==> src/rtl/dpi_stream_sequencer_if.sv <==
// Matcher-bank front-end bus: packet byte stream in, enable-table config,
// and the shared matcher control bus out. The slave modport is the
// sequencer's view; the master modport is the upstream/bench view.
interface dpi_stream_sequencer_if #(
    parameter int KEY_W     = 32,
    parameter int NUM_REGEX = 8
);
    logic                 in_valid;
    logic                 in_ready;
    logic [7:0]           in_data;
    logic                 in_sop;
    logic                 in_eop;
    logic [KEY_W-1:0]     in_key;
    logic                 cfg_we;
    logic [5:0]           cfg_addr;
    logic [NUM_REGEX-1:0] cfg_mask;
    logic                 load_state;
    logic [5:0]           stream_id;
    logic                 new_stream_id;
    logic [NUM_REGEX-1:0] enable;
    logic [7:0]           char_in;
    logic                 char_in_vld;
    logic                 eop;
    logic                 busy;

    modport slave (
        input  in_valid, in_data, in_sop, in_eop, in_key,
        input  cfg_we, cfg_addr, cfg_mask,
        output in_ready, load_state, stream_id, new_stream_id, enable,
        output char_in, char_in_vld, eop, busy
    );

    modport master (
        output in_valid, in_data, in_sop, in_eop, in_key,
        output cfg_we, cfg_addr, cfg_mask,
        input  in_ready, load_state, stream_id, new_stream_id, enable,
        input  char_in, char_in_vld, eop, busy
    );
endinterface

==> src/rtl/dpi_stream_sequencer.sv <==
// dpi_stream_sequencer: maps a flow key to a 6-bit stream id through a
// 64-entry round-robin associative table, then sequences each packet onto
// the matcher bus as load_state -> settle -> bytes -> drain -> eop.
// Optional statistics counters (pkt_cnt, new_stream_cnt, evict_cnt) are
// built only when the macro DPI_SEQ_STATS_EN is defined.
module dpi_stream_sequencer #(
    parameter int KEY_W     = 32,
    parameter int NUM_REGEX = 8,
    parameter int EOP_DELAY = 2
) (
    input  logic                  clk,
    input  logic                  rst_n,
    dpi_stream_sequencer_if.slave bus
`ifdef DPI_SEQ_STATS_EN
    ,
    output logic [31:0]           pkt_cnt,
    output logic [31:0]           new_stream_cnt,
    output logic [31:0]           evict_cnt
`endif
);

    typedef enum logic [2:0] {
        IDLE,
        LOOKUP,
        LOAD,
        SETTLE,
        STREAM,
        DRAIN,
        EOP
    } state_t;

    localparam logic [7:0] DrainLast = 8'(EOP_DELAY);

    state_t               state_q;
    logic [KEY_W-1:0]     capKey_q;
    logic [7:0]           capByte_q;
    logic                 capEop_q;
    logic [7:0]           drainCnt_q;

    logic [63:0]          keyValid_q;
    logic [KEY_W-1:0]     keyTable_q [64];
    logic [5:0]           allocPtr_q;
    logic [NUM_REGEX-1:0] enTable_q [64];

    logic                 inReady_q;
    logic                 loadState_q;
    logic [5:0]           streamId_q;
    logic                 newStream_q;
    logic [NUM_REGEX-1:0] enable_q;
    logic [7:0]           charIn_q;
    logic                 charVld_q;
    logic                 eop_q;

    logic                 hit_d;
    logic [5:0]           hitIdx_d;
    logic [5:0]           resolvedId_d;
    logic                 allocate_d;
    logic                 evict_d;

    // Parallel key compare against every valid entry; lowest index wins.
    always_comb begin
        hit_d    = 1'b0;
        hitIdx_d = 6'd0;
        for (int i = 0; i < 64; i++) begin
            if (!hit_d && keyValid_q[i] && (keyTable_q[i] == capKey_q)) begin
                hit_d    = 1'b1;
                hitIdx_d = 6'(i);
            end
        end
    end

    assign resolvedId_d = hit_d ? hitIdx_d : allocPtr_q;
    assign allocate_d   = (state_q == LOOKUP) && !hit_d;
    assign evict_d      = allocate_d && keyValid_q[allocPtr_q];

    // Key storage needs no reset: an entry is only trusted once its valid bit is set.
    always_ff @(posedge clk) begin
        if (allocate_d) begin
            keyTable_q[allocPtr_q] <= capKey_q;
        end
    end

    // Valid bits and round-robin allocation pointer; a miss claims the oldest slot.
    always_ff @(posedge clk) begin
        if (!rst_n) begin
            keyValid_q <= '0;
            allocPtr_q <= 6'd0;
        end else if (allocate_d) begin
            keyValid_q[allocPtr_q] <= 1'b1;
            allocPtr_q             <= allocPtr_q + 6'd1;
        end
    end

    // Enable table written by config; read only at LOOKUP so mid-packet writes wait.
    always_ff @(posedge clk) begin
        if (!rst_n) begin
            for (int i = 0; i < 64; i++) begin
                enTable_q[i] <= '0;
            end
        end else if (bus.cfg_we) begin
            enTable_q[bus.cfg_addr] <= bus.cfg_mask;
        end
    end

    // Packet sequencer with all matcher-bus outputs registered.
    always_ff @(posedge clk) begin
        if (!rst_n) begin
            state_q     <= IDLE;
            capKey_q    <= '0;
            capByte_q   <= 8'd0;
            capEop_q    <= 1'b0;
            drainCnt_q  <= 8'd0;
            inReady_q   <= 1'b0;
            loadState_q <= 1'b0;
            streamId_q  <= 6'd0;
            newStream_q <= 1'b0;
            enable_q    <= '0;
            charIn_q    <= 8'd0;
            charVld_q   <= 1'b0;
            eop_q       <= 1'b0;
        end else begin
            case (state_q)
                IDLE: begin
                    inReady_q <= 1'b1;
                    if (inReady_q && bus.in_valid && bus.in_sop) begin
                        capKey_q  <= bus.in_key;
                        capByte_q <= bus.in_data;
                        capEop_q  <= bus.in_eop;
                        inReady_q <= 1'b0;
                        state_q   <= LOOKUP;
                    end
                end
                LOOKUP: begin
                    streamId_q  <= resolvedId_d;
                    newStream_q <= !hit_d;
                    enable_q    <= enTable_q[resolvedId_d];
                    loadState_q <= 1'b1;
                    state_q     <= LOAD;
                end
                LOAD: begin
                    loadState_q <= 1'b0;
                    state_q     <= SETTLE;
                end
                SETTLE: begin
                    charIn_q   <= capByte_q;
                    charVld_q  <= 1'b1;
                    drainCnt_q <= 8'd0;
                    if (capEop_q) begin
                        state_q <= DRAIN;
                    end else begin
                        inReady_q <= 1'b1;
                        state_q   <= STREAM;
                    end
                end
                STREAM: begin
                    charVld_q <= bus.in_valid;
                    if (bus.in_valid) begin
                        charIn_q <= bus.in_data;
                        if (bus.in_eop) begin
                            inReady_q  <= 1'b0;
                            drainCnt_q <= 8'd0;
                            state_q    <= DRAIN;
                        end
                    end
                end
                DRAIN: begin
                    charVld_q <= 1'b0;
                    if (drainCnt_q == DrainLast) begin
                        eop_q   <= 1'b1;
                        state_q <= EOP;
                    end else begin
                        drainCnt_q <= drainCnt_q + 8'd1;
                    end
                end
                EOP: begin
                    eop_q     <= 1'b0;
                    inReady_q <= 1'b1;
                    state_q   <= IDLE;
                end
                default: begin
                    state_q <= IDLE;
                end
            endcase
        end
    end

    assign bus.in_ready      = inReady_q;
    assign bus.load_state    = loadState_q;
    assign bus.stream_id     = streamId_q;
    assign bus.new_stream_id = newStream_q;
    assign bus.enable        = enable_q;
    assign bus.char_in       = charIn_q;
    assign bus.char_in_vld   = charVld_q;
    assign bus.eop           = eop_q;
    assign bus.busy          = (state_q != IDLE);

`ifdef DPI_SEQ_STATS_EN
    logic [31:0] pktCnt_q;
    logic [31:0] newCnt_q;
    logic [31:0] evictCnt_q;

    // Free-running statistics, wrapping naturally at 2^32.
    always_ff @(posedge clk) begin
        if (!rst_n) begin
            pktCnt_q   <= 32'd0;
            newCnt_q   <= 32'd0;
            evictCnt_q <= 32'd0;
        end else begin
            if (eop_q)      pktCnt_q   <= pktCnt_q + 32'd1;
            if (allocate_d) newCnt_q   <= newCnt_q + 32'd1;
            if (evict_d)    evictCnt_q <= evictCnt_q + 32'd1;
        end
    end

    assign pkt_cnt        = pktCnt_q;
    assign new_stream_cnt = newCnt_q;
    assign evict_cnt      = evictCnt_q;
`endif

endmodule

==> src/flat_wrapper.sv <==
// flat-port wrapper written by rule: the top's interface ports become plain ports
module dpi_stream_sequencer_flat 
#(
    parameter int KEY_W     = 32,
    parameter int NUM_REGEX = 8,
    parameter int EOP_DELAY = 2
)
  (clk, rst_n, bus_in_valid, bus_in_data, bus_in_sop, bus_in_eop, bus_in_key, bus_cfg_we, bus_cfg_addr, bus_cfg_mask, bus_in_ready, bus_load_state, bus_stream_id, bus_new_stream_id, bus_enable, bus_char_in, bus_char_in_vld, bus_eop, bus_busy);
  dpi_stream_sequencer_if #(.KEY_W(KEY_W), .NUM_REGEX(NUM_REGEX)) bus_i ();
  input  logic clk;
  input  logic rst_n;
  input wire logic [$bits(bus_i.in_valid)-1:0] bus_in_valid;
  input wire logic [$bits(bus_i.in_data)-1:0] bus_in_data;
  input wire logic [$bits(bus_i.in_sop)-1:0] bus_in_sop;
  input wire logic [$bits(bus_i.in_eop)-1:0] bus_in_eop;
  input wire logic [$bits(bus_i.in_key)-1:0] bus_in_key;
  input wire logic [$bits(bus_i.cfg_we)-1:0] bus_cfg_we;
  input wire logic [$bits(bus_i.cfg_addr)-1:0] bus_cfg_addr;
  input wire logic [$bits(bus_i.cfg_mask)-1:0] bus_cfg_mask;
  output wire logic [$bits(bus_i.in_ready)-1:0] bus_in_ready;
  output wire logic [$bits(bus_i.load_state)-1:0] bus_load_state;
  output wire logic [$bits(bus_i.stream_id)-1:0] bus_stream_id;
  output wire logic [$bits(bus_i.new_stream_id)-1:0] bus_new_stream_id;
  output wire logic [$bits(bus_i.enable)-1:0] bus_enable;
  output wire logic [$bits(bus_i.char_in)-1:0] bus_char_in;
  output wire logic [$bits(bus_i.char_in_vld)-1:0] bus_char_in_vld;
  output wire logic [$bits(bus_i.eop)-1:0] bus_eop;
  output wire logic [$bits(bus_i.busy)-1:0] bus_busy;
  assign bus_i.in_valid = bus_in_valid;
  assign bus_i.in_data = bus_in_data;
  assign bus_i.in_sop = bus_in_sop;
  assign bus_i.in_eop = bus_in_eop;
  assign bus_i.in_key = bus_in_key;
  assign bus_i.cfg_we = bus_cfg_we;
  assign bus_i.cfg_addr = bus_cfg_addr;
  assign bus_i.cfg_mask = bus_cfg_mask;
  assign bus_in_ready = bus_i.in_ready;
  assign bus_load_state = bus_i.load_state;
  assign bus_stream_id = bus_i.stream_id;
  assign bus_new_stream_id = bus_i.new_stream_id;
  assign bus_enable = bus_i.enable;
  assign bus_char_in = bus_i.char_in;
  assign bus_char_in_vld = bus_i.char_in_vld;
  assign bus_eop = bus_i.eop;
  assign bus_busy = bus_i.busy;
  dpi_stream_sequencer #(.KEY_W(KEY_W), .NUM_REGEX(NUM_REGEX), .EOP_DELAY(EOP_DELAY)) u_core (.clk(clk), .rst_n(rst_n), .bus(bus_i));
endmodule
==> config.mk <==
export PLATFORM = sky130hd
export DESIGN_NAME = dpi_stream_sequencer_flat
export DESIGN_NICKNAME = d
export VERILOG_FILES = /design/src/rtl/dpi_stream_sequencer_if.sv /design/src/rtl/dpi_stream_sequencer.sv /design/src/flat_wrapper.sv
export SDC_FILE = /design/constraint.sdc
export NUM_CORES = 2
export LEC_CHECK = 0
export BUFFER_PORTS_ARGS = -buffer_cell sky130_fd_sc_hd__buf_2
export CORE_MARGIN = 2
export CORE_UTILIZATION = 50
export DETAILED_ROUTE_END_ITERATION = 6
export GPL_ROUTABILITY_DRIVEN = 0
export PLACE_DENSITY = 0.67
export SYNTH_ARGS = -nofsm -noshare
export SYNTH_HDL_FRONTEND = slang
export SYNTH_SLANG_ARGS = --single-unit
==> constraint.sdc <==
create_clock -name clk -period 6.7 [get_ports clk]
set_input_delay 0.335 -clock clk [delete_from_list [all_inputs] [get_ports clk]]
set_output_delay 0.335 -clock clk [all_outputs]
set_load 0.02 [all_outputs]
==> metrics.cfg <==
[status]
status=finished, final reports clean

[grt]
grt_pass1_vias=65600
grt_max_degree=65
grt-ovfl-total=0
antenna_found_initial=10
grt.total_usage=0.261
grt_pass1_wl_um=455000

[logic_synthesis]
yosysSeqAreaShare=0.683
synth_top_area_frac=0.658
synthCells=7819
netlist_area_um2=117000
async_reset_ff_frac=0
ys_warn_count=0
synth_cell_types=78
yosys.area.top_type=edfxtp_1
synthMostInstantiatedCell=edfxtp_1
post_synth.cell_area_avg_um2=14.9
ys_ff_latch=2709
yosys-top-cells-count=edfxtp_1 (2560), xor2_1 (1302), xnor2_1 (748)
synthTopCellsByArea=edfxtp_1 (66%), xor2_1 (9.8%), xnor2_1 (5.6%)
synth_enable_flop_cells=2560
synth_ff_type=edfxtp_1
syn-num-nets=7882

[route]
vias=67200
viasPerCell=5.81
wirelength_um=314000
drt_iter0_drc=8377
drcViolationCount=0
first_pass_iters=6
ant_nets=0
wl_per_cell_um=27.2

[cts]
cts_made_buffers=297
clock-sinks=2709
cts_buffer_depth=4
htreeDepth=5
clk_pin_slew_ns=0.07
cts_tree=done
ctsRootBufferMaster=clkbuf_16
insertion_delay_ns=0.97

[sta]
finalSetupViolations=0
finClkSkew_ns=0.113
rsz0062_at_grt=false
timing.setup.tns_ns=0
tightest_slew_ns=1.33
drv_slew=0
min_period_ns=6.51
hold_ws_ns=0.0857
maxSlewHeadroom=0.106
max_clock_freq_ghz=0.154
fin_crit_sh=0.971
finalHoldViolCount=0

[die]
io_pins=88
std_cell_rows=177
die-area_um2=238000
core_area_um2=233000
fp.dieH_um=487
initial_core_util=0.503
die_w_um=487

[worst_setup_path]
crit_path_end=u_core.bus.enable[6]
path_buf_inv=1
reg2reg_slack_ns=0.19
crit_chain=buf_4 -> xor2_1 -> nor4_1 -> nand3_1 -> or3_1 -> nand3_2 -> nor4_4 -> nand4_1 -> or2_2 -> or3_1 -> o21a_1 -> nor2_1 -> nand3_1 -> nor2_1 -> a2111oi_0 -> a32o_1
crit_arrival_ns=7.34
crit_fanout=21
startpoint=u_core.capKey_q[26]
crit_type=register to register
worst_path_dominant_cell_family=simple AND/OR/NAND/NOR gates
cp-start-kind=register
required_ns=7.53
crit_cells=16
r2r_start=u_core.capKey_q[26]
worst_setup_path_end_kind=register
slowest_stage=nor2_1
reg2reg_depth=16
slowest_delay_ns=0.76
timing.rr.end=u_core.bus.enable[6]

[finish]
layout-drive-gt1-share=0.128
area_growth_pct=13.5
fill_cells=18000
layout.nets=8355

[placed_design]
dpl.hpwl_um=195000
numPortBuffers=87

[pwr]
leakagePower_nw=46.8
power_density_nw_per_um2=292
irDropWorstVdd_mv=0.190

[run]
maxCapViolCount=0

[min_path]
hold_depth=3
min_from=bus_in_key[1]
min_path_type=input port to register

==> layout make-up <==
| class | count | area [um^2] | area share |
|---|---|---|---|
| antenna | 5 | 12.5 | 0.0000943 |
| tap | 3043 | 3810 | 0.0287 |
| timing repair buffer | 589 | 5340 | 0.0402 |
| multi-input combinational | 4675 | 34400 | 0.259 |
| clock inverter | 120 | 867 | 0.00654 |
| inverter | 20 | 80.1 | 0.000604 |
| sequential | 2709 | 80000 | 0.603 |
| clock buffer | 400 | 8190 | 0.0617 |
==> worst reg2reg max path, cell delays in order (launching register included) <==
cell and delay (ns):
dfxtp_4 0.74, buf_4 0.55, xor2_1 0.22, nor4_1 0.08, nand3_1 0.13, or3_1 0.47, nand3_2 0.22, nor4_4 0.36
nand4_1 0.30, or2_2 0.41, or3_1 0.50, o21a_1 0.36, nor2_1 0.77, nand3_1 0.45, nor2_1 0.40, a2111oi_0 0.19
a32o_1 0.24
==> state kept, by name, summed over array words and instances (netlist names), 6 cells and up <==
| signal | cells |
|---|---|
| u_core.capKey_q | 32 |
| u_core.allocPtr_q | 6 |
| u_core.keyValid_q | 64 |
| u_core.bus.stream_id | 6 |
| u_core.bus.char_in | 8 |
| u_core.drainCnt_q | 8 |
| u_core.enTable_q | 512 |
| u_core.bus.enable | 8 |
| u_core.keyTable_q | 2048 |
| u_core.capByte_q | 8 |
==> worst min-delay path by stage <==
stage                                       end
after floorplan           u_core.keyValid_q[17]
after global placement    u_core.keyValid_q[47]
after detailed placement  u_core.keyValid_q[13]
after CTS                 u_core.keyValid_q[39]
after global routing      u_core.keyValid_q[10]
final                        u_core.capKey_q[1]
==> through the flow <==
step,worst slack (ns),instance area [um^2],util,power (W),cells
floorplan,0.230,117000,-,0.0220,7819
global placement,0.415,123000,0.530,0.0236,11000
detailed placement,0.376,123000,0.530,0.0236,11000
CTS,0.356,133000,0.570,0.0389,11600
global route,0.0597,133000,0.570,0.0399,11600
finish,0.192,133000,0.571,0.0388,11600
==> layout by cell type (no fill, tap or decap), types with 9 or more instances in the layout <==
cell type      instances
a2111oi_0              9
nor4_1               329
a21oi_1              102
clkbuf_16            305
and2_1               525
bufinv_16             11
a211oi_1              18
dfxtp_4               32
o21a_1                24
nor2_4                13
clkbuf_1              75
a21boi_0              10
buf_2                 79
mux2i_1              280
nand2_1              217
and3_1                24
nand4_1              207
clkbuf_8              20
a22oi_1               63
or3_1                 19
dlygate4sd3_1         40
inv_1                 18
nand3_1              125
xnor2_1              748
edfxtp_1            2560
a221oi_1              12
or4_1                 17
clkinv_2              56
nor2_2                53
o21ai_0              129
buf_4                386
nor3_1                77
xor2_1              1302
clkinv_1              44
nor2_1               239
nand3b_1              13
buf_12                81
dfxtp_1              117
==> report_power, final <==
group / switching (W) / leakage [nW] / internal (W)
Combinational: 0.00267 / 17.5 / 0.00143
Clock: 0.00648 / 4.47 / 0.00897
Sequential: 0.000340 / 24.8 / 0.0189
Total: 0.00949 / 46.8 / 0.0293
==> logic make-up after synthesis <==
group           after synthesis  synth area share
flops                      2709             0.683
xor+xnor                   2050             0.154
simple gates               1902            0.0896
compound gates              439            0.0242
buf+inv                     435            0.0246
mux                         281            0.0241
fa+ha+maj                     3          0.000321
==> per-layer routing <==
| layer | part of all wire | wire length, um | up-vias | track usage |
|---|---|---|---|---|
| met3 | 0.087 | 27300 | 490 | 0.0487 |
| met4 | 0.027 | 8380 | 4 | 0.0714 |
| met2 | 0.45 | 142000 | 2983 | 0.399 |
| met5 | 0.000086 | 27 | - | 0 |
| met1 | 0.44 | 137000 | 34400 | 0.384 |
| li1 | - | - | 29300 | - |
==> what timing repair did <==
item	in CTS	in global routing
setup endpoints to repair	0	1
hold buffers	40	0
endpoints found under the hold margin	48	0
buffers inserted	0	0
resized for setup	0	1
Note: power is estimated with default switching activity, not from simulation.
